### config.mk
export PLATFORM = sky130hd
export DESIGN_NAME = dna_mac_derive_flat
export DESIGN_NICKNAME = d
export VERILOG_FILES = /design/src/rtl/dna_mac_derive_if.sv /design/src/rtl/dna_mac_derive.sv /design/src/flat_wrapper.sv
export SDC_FILE = /design/constraint.sdc
export NUM_CORES = 1
export LEC_CHECK = 0
export BUFFER_PORTS_ARGS = -buffer_cell sky130_fd_sc_hd__buf_2
export CORE_UTILIZATION = 50
export CTS_CLUSTER_SIZE = 25
export DETAILED_ROUTE_END_ITERATION = 12
export GPL_TIMING_DRIVEN = 1
export MAX_ROUTING_LAYER = met4
export PLACE_DENSITY = 0.72
export SETUP_SLACK_MARGIN = 0.4
export SLEW_MARGIN = 30
export SYNTH_ARGS = -nofsm -noshare
export SYNTH_HDL_FRONTEND = slang
export SYNTH_SLANG_ARGS = --single-unit
### constraint.sdc
create_clock -name clk -period 4.5 [get_ports clk]
set_input_delay 0.225 -clock clk [delete_from_list [all_inputs] [get_ports clk]]
set_output_delay 0.225 -clock clk [all_outputs]
set_load 0.005 [all_outputs]
### src/rtl/dna_mac_derive_if.sv
// Bus bundle between the DNA-derived MAC block and its neighbours.
//   dna / dna_valid : 57-bit DNA word and its validity level from the reader
//   regen           : one-cycle request to re-hash the latched DNA
//   mac / mac_valid : derived MAC address and its qualifier
//   busy            : hash in progress
//   cpu_addr/rdata  : byte-wide register read port (1-cycle latency)
// slave  = the derive block, master = whoever drives the inputs.
interface dna_mac_derive_if;
  logic [56:0] dna;
  logic        dna_valid;
  logic        regen;
  logic [47:0] mac;
  logic        mac_valid;
  logic        busy;
  logic [3:0]  cpu_addr;
  logic [7:0]  cpu_rdata;

  modport slave (
    input  dna, dna_valid, regen, cpu_addr,
    output mac, mac_valid, busy, cpu_rdata
  );

  modport master (
    output dna, dna_valid, regen, cpu_addr,
    input  mac, mac_valid, busy, cpu_rdata
  );
endinterface

### src/rtl/dna_mac_derive.sv
// dna_mac_derive
// Latches the 57-bit FPGA DNA on the rising edge of dna_valid, runs it
// MSB-first through a bit-serial CRC-32 (poly 04C11DB7) and builds a locally
// administered unicast MAC: {MAC_OUI_BYTE, dna[7:0], crc ^ CRC_XOROUT}.
// Ports:
//   clk   : system clock
//   reset : asynchronous, active-low reset
//   bus   : dna_mac_derive_if.slave (dna/dna_valid/regen in, mac/mac_valid/
//           busy out, cpu_addr in / cpu_rdata out)
// Timing: start sampled at the end of cycle T -> HASH in T+1..T+57 (one DNA
// bit per cycle) -> mac/mac_valid visible from T+58.
module dna_mac_derive #(
  parameter logic [7:0]  MAC_OUI_BYTE = 8'h02,
  parameter logic [31:0] CRC_INIT     = 32'hFFFFFFFF,
  parameter logic [31:0] CRC_XOROUT   = 32'hFFFFFFFF
) (
  input  logic           clk,
  input  logic           reset,
  dna_mac_derive_if.slave bus
);

  localparam logic [31:0] CRC_POLY = 32'h04C11DB7;
  localparam logic [5:0]  LAST_BIT = 6'd56;

  typedef enum logic [1:0] {
    IDLE = 2'd0,
    HASH = 2'd1,
    DONE = 2'd2
  } state_t;

  // Running hash: CRC register plus index of the DNA bit being consumed.
  typedef struct packed {
    logic [31:0] crc;
    logic [5:0]  cnt;
  } hash_ctx_t;

  localparam hash_ctx_t CTX_INIT = '{crc: CRC_INIT, cnt: 6'd0};

  state_t      state_q, state_d;
  hash_ctx_t   ctx_q;
  logic [56:0] dna_q;
  logic        dv_q;
  logic [47:0] mac_q;
  logic        mac_valid_q;
  logic [7:0]  rdata_q;

  // control decoded by the FSM
  logic start, fall;
  logic launch;    // (re)start a hash from CRC_INIT
  logic load_dna;  // capture a fresh DNA word with the launch
  logic abort;     // dna_valid went away: drop everything in flight
  logic finish;    // last DNA bit this cycle, register the MAC

  // datapath helpers
  logic [5:0]  bit_idx;
  logic        dna_bit;
  logic        fb;
  logic [31:0] crc_next;
  logic        busy;
  logic [7:0]  rd_mux;

  assign start = bus.dna_valid & ~dv_q;
  assign fall  = ~bus.dna_valid & dv_q;
  assign busy  = (state_q == HASH);

  // MSB first: cnt=0 consumes dna_q[56], cnt=56 consumes dna_q[0].
  assign bit_idx  = LAST_BIT - ctx_q.cnt;
  assign dna_bit  = dna_q[bit_idx];
  assign fb       = ctx_q.crc[31] ^ dna_bit;
  assign crc_next = {ctx_q.crc[30:0], 1'b0} ^ (fb ? CRC_POLY : 32'h0);

  // ---------------------------------------------------------------------
  // FSM
  // ---------------------------------------------------------------------
  always_ff @(posedge clk or negedge reset) begin
    if (!reset) state_q <= IDLE;
    else        state_q <= state_d;
  end

  always_comb begin
    state_d  = state_q;
    launch   = 1'b0;
    load_dna = 1'b0;
    abort    = 1'b0;
    finish   = 1'b0;
    if (fall) begin
      // losing the DNA beats every other event, including completion
      state_d = IDLE;
      abort   = 1'b1;
    end else begin
      case (state_q)
        IDLE, DONE: begin
          // a rising edge wins over a coincident regen and reloads the DNA;
          // regen alone re-hashes what is already latched
          if (start) begin
            launch   = 1'b1;
            load_dna = 1'b1;
            state_d  = HASH;
          end else if (bus.regen && bus.dna_valid) begin
            launch  = 1'b1;
            state_d = HASH;
          end
        end
        HASH: begin
          // regen is deliberately not looked at here
          if (ctx_q.cnt == LAST_BIT) begin
            finish  = 1'b1;
            state_d = DONE;
          end
        end
        default: state_d = IDLE;
      endcase
    end
  end

  // ---------------------------------------------------------------------
  // Hash datapath and MAC register
  // ---------------------------------------------------------------------
  always_ff @(posedge clk or negedge reset) begin
    if (!reset) begin
      dv_q        <= 1'b0;
      dna_q       <= '0;
      ctx_q       <= CTX_INIT;
      mac_q       <= '0;
      mac_valid_q <= 1'b0;
    end else begin
      dv_q <= bus.dna_valid;
      if (abort) begin
        // partial CRC is thrown away; mac keeps its stale value unqualified
        ctx_q       <= CTX_INIT;
        mac_valid_q <= 1'b0;
      end else if (launch) begin
        ctx_q       <= CTX_INIT;
        mac_valid_q <= 1'b0;
        if (load_dna) dna_q <= bus.dna;
      end else if (state_q == HASH) begin
        ctx_q.crc <= crc_next;
        if (finish) begin
          // cnt parks at 56; it is re-seeded on the next launch
          mac_q       <= {MAC_OUI_BYTE, dna_q[7:0], crc_next ^ CRC_XOROUT};
          mac_valid_q <= 1'b1;
        end else begin
          ctx_q.cnt <= ctx_q.cnt + 6'd1;
        end
      end
    end
  end

  // ---------------------------------------------------------------------
  // CPU read port: plain decode, one register stage
  // ---------------------------------------------------------------------
  always_comb begin
    rd_mux = 8'h00;
    case (bus.cpu_addr)
      4'd0:    rd_mux = dna_q[7:0];
      4'd1:    rd_mux = dna_q[15:8];
      4'd2:    rd_mux = dna_q[23:16];
      4'd3:    rd_mux = dna_q[31:24];
      4'd4:    rd_mux = dna_q[39:32];
      4'd5:    rd_mux = dna_q[47:40];
      4'd6:    rd_mux = dna_q[55:48];
      4'd7:    rd_mux = {7'b0, dna_q[56]};
      4'd8:    rd_mux = mac_q[47:40];
      4'd9:    rd_mux = mac_q[39:32];
      4'd10:   rd_mux = mac_q[31:24];
      4'd11:   rd_mux = mac_q[23:16];
      4'd12:   rd_mux = mac_q[15:8];
      4'd13:   rd_mux = mac_q[7:0];
      4'd14:   rd_mux = {6'b0, busy, mac_valid_q};
      default: rd_mux = 8'h00;
    endcase
  end

  always_ff @(posedge clk or negedge reset) begin
    if (!reset) rdata_q <= 8'h00;
    else        rdata_q <= rd_mux;
  end

  assign bus.mac       = mac_q;
  assign bus.mac_valid = mac_valid_q;
  assign bus.busy      = busy;
  assign bus.cpu_rdata = rdata_q;

endmodule

### src/flat_wrapper.sv
// flat-port wrapper written by rule: the top's interface ports become plain ports
module dna_mac_derive_flat 
#(
  parameter logic [7:0]  MAC_OUI_BYTE = 8'h02,
  parameter logic [31:0] CRC_INIT     = 32'hFFFFFFFF,
  parameter logic [31:0] CRC_XOROUT   = 32'hFFFFFFFF
)
  (clk, reset, bus_dna, bus_dna_valid, bus_regen, bus_cpu_addr, bus_mac, bus_mac_valid, bus_busy, bus_cpu_rdata);
  dna_mac_derive_if bus_i ();
  input  logic clk;
  input  logic reset;
  input wire logic [$bits(bus_i.dna)-1:0] bus_dna;
  input wire logic [$bits(bus_i.dna_valid)-1:0] bus_dna_valid;
  input wire logic [$bits(bus_i.regen)-1:0] bus_regen;
  input wire logic [$bits(bus_i.cpu_addr)-1:0] bus_cpu_addr;
  output wire logic [$bits(bus_i.mac)-1:0] bus_mac;
  output wire logic [$bits(bus_i.mac_valid)-1:0] bus_mac_valid;
  output wire logic [$bits(bus_i.busy)-1:0] bus_busy;
  output wire logic [$bits(bus_i.cpu_rdata)-1:0] bus_cpu_rdata;
  assign bus_i.dna = bus_dna;
  assign bus_i.dna_valid = bus_dna_valid;
  assign bus_i.regen = bus_regen;
  assign bus_i.cpu_addr = bus_cpu_addr;
  assign bus_mac = bus_i.mac;
  assign bus_mac_valid = bus_i.mac_valid;
  assign bus_busy = bus_i.busy;
  assign bus_cpu_rdata = bus_i.cpu_rdata;
  dna_mac_derive #(.MAC_OUI_BYTE(MAC_OUI_BYTE), .CRC_INIT(CRC_INIT), .CRC_XOROUT(CRC_XOROUT)) u_core (.clk(clk), .reset(reset), .bus(bus_i));
endmodule
==> results of run 1 <==
-- kinds of logic after synthesis --
| kind of cell | synth area share |
|---|---|
| adders and majority gates | 0.00673 |
| AOI/OAI and AO/OA | 0.136 |
| and+or+nand+nor | 0.0941 |
| xor gates and xnor gates | 0.0502 |
| muxes | 0.168 |
| DFF | 0.504 |
| buffers and inverters | 0.0417 |
| other | 0.000504 |
-- report_power, final --
| group | switching [W] | internal [W] | leakage (nW) |
|---|---|---|---|
| Sequential | 0.000342 | 0.00168 | 1.82 |
| Combinational | 0.000701 | 0.000819 | 1.78 |
| Clock | 0.000597 | 0.000792 | 0.279 |
-- area by class of cell --
class | instances | area (um2)
Clock buffer | 18 | 439
Tap cell | 184 | 230
Timing Repair Buffer | 123 | 659
Multi-Input combinational cell | 428 | 3410
Sequential cell | 148 | 3740
Inverter | 7 | 26.3
Fill cell | 1213 | 5880
Clock inverter | 14 | 141
-- stage by stage --
step	power [W]	utilization
6_report	0.00493	0.595
5_1_grt	0.00518	0.595
4_1_cts	0.00495	0.595
3_5_place_dp	0.00354	0.554
3_3_place_gp	0.00351	0.554
2_1_floorplan	0.00319	-
-- synth_stat cells, types with 5 or more instances --
| library cell | number | area share |
|---|---|---|
| a21oi_1 | 19 | 0.013 |
| a221oi_1 | 5 | 0.0059 |
| a22oi_1 | 8 | 0.0081 |
| a32oi_1 | 8 | 0.0094 |
| buf_1 | 6 | 0.0030 |
| buf_2 | 5 | 0.0034 |
| buf_4 | 8 | 0.0081 |
| clkbuf_1 | 32 | 0.016 |
| dfrtp_1 | 116 | 0.39 |
| dfstp_2 | 32 | 0.11 |
| inv_1 | 7 | 0.0035 |
| mux2_2 | 67 | 0.10 |
| mux2i_1 | 9 | 0.012 |
| mux4_1 | 11 | 0.039 |
| mux4_2 | 5 | 0.015 |
| nand2_1 | 77 | 0.039 |
| nand3_1 | 8 | 0.0054 |
| nand4_1 | 8 | 0.0067 |
| nor2_1 | 16 | 0.0081 |
| nor2b_1 | 9 | 0.0076 |
| o21ai_0 | 36 | 0.024 |
| o21ai_1 | 11 | 0.0074 |
| o22a_1 | 32 | 0.038 |
| xnor2_1 | 19 | 0.022 |
| xnor2_2 | 10 | 0.022 |
| xor2_1 | 5 | 0.0059 |
-- worst max-delay path by stage --
| stage | to | slack, ns | cells past startpoint |
|---|---|---|---|
| after floorplan | u_core.ctx_q[22] | 1.88 | 14 |
| after global placement | u_core.bus.mac[4] | 1.12 | 10 |
| after detailed placement | u_core.bus.mac[4] | 0.99 | 10 |
| after CTS | u_core.bus.mac[2] | 0.95 | 10 |
| after global routing | u_core.bus.mac[4] | 0.60 | 10 |
| final | u_core.bus.mac[4] | 0.90 | 10 |
-- sequential cells by signal (all words and copies together) (netlist names) --
name,count
u_core.bus.cpu_rdata,8
u_core.bus.mac,41
u_core.bus.mac_valid,1
u_core.ctx_q,38
u_core.dna_q,57
u_core.dv_q,1
u_core.state_q,2
-- per-layer routing --
metal,share of wire,vias to the layer above
met5,0,-
li1,-,2477
met3,0.071,40
met2,0.48,226
met1,0.42,2757
met4,0.027,0
-- critical path: cells and delay by family, from the launching register on --
kind,cells,cell delay [ns]
AO/OA/AOI/OAI,4,0.57
XOR/XNOR,1,0.27
adder cells (fa/ha/maj),1,0.72
buffers and inverters,2,0.40
flip-flops,1,0.99
multiplexers,1,0.39
AND/OR/NAND/NOR,1,0.10
==> flow_metrics.tcl, run 1 <==
set metrics [dict create \
    dp_slack_ns 0.991 \
    slew_headroom 0.351 \
    path_cells "inv_1, ha_1, mux4_2, a21oi_1, nand2_1, o211ai_2, o21ai_4, buf_4, xnor2_1, o21ai_0" \
    rr_worst_depth 10 \
    n_antenna_cell 0 \
    gp_congestion 0.936 \
    via_count 5500 \
    max_freq_mhz 278 \
    crit_required_ns 4.78 \
    drt-initial-drc-count 449 \
    clock_latency_ns 0.43 \
    drcViolationCount 0 \
    use_met3 0.0664 \
    layout.cells.most_common "dfrtp_1" \
    cts_resized 0 \
    die-area_um2 15400 \
    syn_to_final_growth_pct 16.4 \
    whs_endpoint "u_core.dna_q[29]" \
    clk_pin_slew_worst_paths_ns 0.07 \
    cts_hold_buffers 2 \
    hold_slack_ns 0.0276 \
    ys_warn_count 0 \
    cp-start-kind "flip-flop" \
    dieWidth_um 124 \
    path_class "reg2reg" \
    fin_skew_ns 0.0116 \
    final_cell_mix "116 x dfrtp_1, 114 x buf_2, 77 x nand2_1" \
    fin_ws_ns 0.902 \
    hp-class "in2reg" \
    htree_levels 4 \
    synth_area_um2 7430 \
    fin_setup_tns_ns 0 \
    initial_core_util 0.512 \
    fin_crit_sh 0.799 \
    placed_cells 888 \
    finalCriticalPeriod_ns 3.60 \
    final_area_um2 8650 \
    grt_usage 0.280 \
    drive_above_1_share 0.377 \
    layout.cells.non_filler 922 \
    row_count 44 \
    coreArea_um2 14500 \
    ios 123 \
    place_area_um2 8050 \
    totalWireLength_mm 19.3 \
    hp-start "bus_dna[29]" \
    rsz0062_at_grt "no" \
    crit_slowest_cell "dfrtp_1" \
    p_per_area_nw_per_um2 570 \
    cts_tree "done" \
    leakagePower_nw 3.87 \
    grt_max_degree 76 \
    drtAntennaViolNets 0 \
    reg2reg_slack_ns 0.90 \
    hpwl_mm 13.8 \
    slowest_delay_ns 0.99 \
    cts_num_sinks 148 \
    critPathArrivalTime_ns 3.88 \
    ir_drop_uv 359 \
    firstDrtPassIters 6 \
    endpoint_kind "flip-flop" \
    use_met2 0.422 \
    dominantRegCellSynth "dfrtp_1" \
    syn_inst 632 \
    layout.nets 794 \
    cts_buffers 17 \
    avgSynthCellArea_um2 11.8 \
    busiest_layer "met2" \
    min_path_cells 2 \
    antenna_found_initial 0 \
    ys_ff_latch 148 \
    yosysSeqAreaShare 0.504 \
    synthArstFlopShare 1.00 \
    grt_pass1_wl_mm 30.4 \
    hold_viol_final 0 \
    critPathLaunch "u_core.ctx_q[0]" \
    drv_cap 0 \
    cts-root-buf "clkbuf_16" \
    r2r-end "u_core.bus.mac[4]" \
    routed_via_density 5.97 \
    worst_pin_slew_ns 0.973 \
    worst-path-max-fanout 20 \
    post_synth_num_cell_types 60 \
    grt_pass1_vias 5364 \
    overflow 0 \
    die_h_um 124 \
    r2r_start "u_core.ctx_q[0]" \
    slew_violations 0 \
    postCtsSetupRepairBufs 0 \
    outcome "finished clean" \
    port_buffers 115 \
    wl_per_cell_um 20.9 \
    grtUsageMet1 0.371 \
    setup_violations 0 \
    clockBufferDepth 2 \
    synth_edf_count 0 \
]
Power figures use the tool's default switching activity.
==> run 2, diff against run 1 <==
- ABC_AREA: not set -> 1
- clock period: 4.5 -> 3.34 ns (I/O delays scaled with it)
==> run 2 against run 1 <==
The run now ends with hold timing left. Fmax up 39%. Final cell count increased by 36%. Sequential power is 37% higher. Synthesized cell count is 45% higher. Via count is 27% higher. Core utilization up 2.2 points. Non-clock buffer count up 36. Critical path type unchanged. Largest power group is now combinational logic.
==> flow_metrics.tcl, run 2 <==
set metrics [dict create \
    yosysSeqAreaShare 0.499 \
    min_path_cells 3 \
    endpoint_kind "flip-flop" \
    firstDrtPassIters 5 \
    reg2reg_slack_ns 0.76 \
    violations "hold timing" \
    coreArea_um2 14600 \
    ys_warn_count 0 \
    cpMostUsedCell "inv_2" \
    gp_congestion 0.965 \
    fill_cells 1298 \
    grt_pass1_vias 6597 \
    clock_latency_ns 0.43 \
    via_count 6995 \
    ios 123 \
    htree_levels 4 \
    dieWidth_um 125 \
    cts_buffers 17 \
    final_cell_mix "167 x nand2_1, 129 x nand3_1, 116 x dfrtp_1" \
    hp-class "in2reg" \
    path_cells "inv_2, nor2_4, buf_4, inv_2, nor2_2, buf_4, nand2_2, inv_2, nor2_1, inv_1, nor3_1, a21oi_1, a211oi_1" \
    initial_core_util 0.515 \
    rr_worst_depth 13 \
    slew_headroom 0.497 \
    grt_pass1_wl_mm 34.4 \
    layout.nets 1122 \
    path_class "reg2reg" \
    die-area_um2 15500 \
    slew_violations 0 \
    clk_pin_slew_worst_paths_ns 0.06 \
    postCtsSetupRepairBufs 0 \
    ys_ff_latch 148 \
    synthTopCellsByCount "168 x nand2_1, 129 x nand3_1, 116 x dfrtp_1, 110 x inv_1, 94 x nor2_1" \
    synthArstFlopShare 1.00 \
    leakagePower_nw 4.68 \
    drcViolationCount 0 \
    hold_viol_final 1 \
    n_antenna_cell 0 \
    wl_per_cell_um 17.2 \
    grt_usage 0.294 \
    hold_slack_ns -0.00244 \
    synth_top_area_share 0.387 \
    hp-start "bus_dna[23]" \
    layout.cells.most_common "nand2_1" \
    synth_edf_count 0 \
    r2r_start "u_core.state_q[0]" \
    p_per_area_nw_per_um2 878 \
    drt-initial-drc-count 761 \
    fin_setup_tns_ns 0 \
    cts-root-buf "clkbuf_16" \
    drive_above_1_share 0.205 \
    totalWireLength_mm 21.5 \
    largest_register_ffs 57 \
    dp_slack_ns 0.651 \
    grt_max_degree 109 \
    overflow 0 \
    rsz0062_at_grt "no" \
    syn_inst 918 \
    hpwl_mm 14.5 \
    post_synth_num_cell_types 38 \
    r2r-end "u_core.ctx_q[4]" \
    cp-start-kind "flip-flop" \
    max_freq_mhz 387 \
    avgSynthCellArea_um2 8.18 \
    ir_drop_uv 519 \
    die_h_um 125 \
    whs_endpoint "u_core.dna_q[23]" \
    drv_cap 0 \
    finalCriticalPeriod_ns 2.58 \
    fin_ws_ns 0.756 \
    cts_num_sinks 148 \
    worst-path-max-fanout 17 \
    setup_violations 0 \
    port_buffers 115 \
    crit_required_ns 3.67 \
    slowest_delay_ns 0.40 \
    clockBufferDepth 2 \
    synth_top_cell_by_area "dfrtp_1" \
    antenna_found_initial 0 \
    critPathArrivalTime_ns 2.91 \
    outcome "finished with violations" \
    yosysMostFrequentCell "nand2_1" \
    dominantRegCellSynth "dfrtp_1" \
    fin_crit_sh 0.774 \
    top_register "u_core.dna_q" \
    crit_slowest_cell "dfrtp_1" \
    drtAntennaViolNets 0 \
    cts_tree "done" \
    worst_pin_slew_ns 0.755 \
    synth_area_leaders "dfrtp_1 39%, dfstp_2 11%, nand3_1 8.6%" \
    syn_to_final_growth_pct 20.1 \
    routed_via_density 5.60 \
    fin_skew_ns 0.00800 \
    row_count 44 \
    synth_area_um2 7510 \
]
## run 2: how the worst max path moves through the flow
stage / start / cells past startpoint / slack [ns] / to
final: u_core.state_q[0] / 13 / 0.76 / u_core.ctx_q[4]
after global routing: u_core.ctx_q[1] / 16 / 0.53 / u_core.ctx_q[6]
after CTS: u_core.ctx_q[1] / 16 / 0.62 / u_core.bus.mac[12]
after detailed placement: u_core.ctx_q[1] / 16 / 0.65 / u_core.ctx_q[29]
after global placement: u_core.ctx_q[1] / 16 / 0.70 / u_core.bus.mac[10]
after floorplan: u_core.ctx_q[0] / 16 / 0.99 / u_core.bus.mac[16]
## run 2: layout make-up
class | count | area [um2] | area share
clock buffers | 25 | 485 | 0.0539
well taps | 184 | 230 | 0.0255
repair buffers | 159 | 1010 | 0.112
multi-input cells | 609 | 3050 | 0.339
inverters | 118 | 443 | 0.0491
clock inverters | 7 | 48.8 | 0.00541
flip-flops and latches | 148 | 3740 | 0.415
## run 2: critical path, delay by kind of cell (launching register included)
family	cells	cell delay (ns)
buffers and inverters	6	0.97
AOI/OAI and AO/OA	2	0.29
DFF	1	0.40
and+or+nand+nor	5	0.82
## run 2: metal layers
| metal | up-vias | global-route usage | share of wire | wire length, um |
|---|---|---|---|---|
| met5 | - | - | 0 | 0 |
| met4 | 0 | 0.138 | 0.040 | 856 |
| met3 | 60 | 0.0537 | 0.066 | 1410 |
| met2 | 287 | 0.434 | 0.46 | 9860 |
| met1 | 3352 | 0.392 | 0.43 | 9340 |
| li1 | 3296 | - | - | - |
## run 2: stage by stage
stage               cell area, um2  total power (W)  std cells   util
CTS                           9010          0.00787       1250  0.617
floorplan                     7530          0.00541        924      -
finish                        9010          0.00791       1250  0.618
global route                  9010          0.00846       1250  0.618
detailed placement            8130          0.00606       1184  0.557
global placement              8120          0.00599       1184  0.557
## run 2: cells by family (layout without fill, tap and decap cells)
| kind of cell | after synthesis | in the layout | synth area share |
|---|---|---|---|
| compound gates | 169 | 169 | 0.132 |
| xor+xnor | 1 | 1 | 0.00117 |
| fa+ha+maj | 4 | 4 | 0.00667 |
| buf+inv | 167 | 309 | 0.101 |
| flops | 148 | 148 | 0.499 |
| mux | 6 | 6 | 0.00900 |
| other cells | 1 | 7 | 0.000499 |
| simple gates | 422 | 422 | 0.251 |
## run 2: power breakdown
part | switching, W | internal, W
Sequential | 0.000315 | 0.00246
Combinational | 0.00225 | 0.00113
Clock | 0.000741 | 0.00101
## run 2: what timing repair did
action / in CTS / in global routing
hold buffers: 34 / 0
hold endpoints to repair: 92 / 0
endpoints found under the setup margin: 0 / 23
resized for setup: 0 / 1
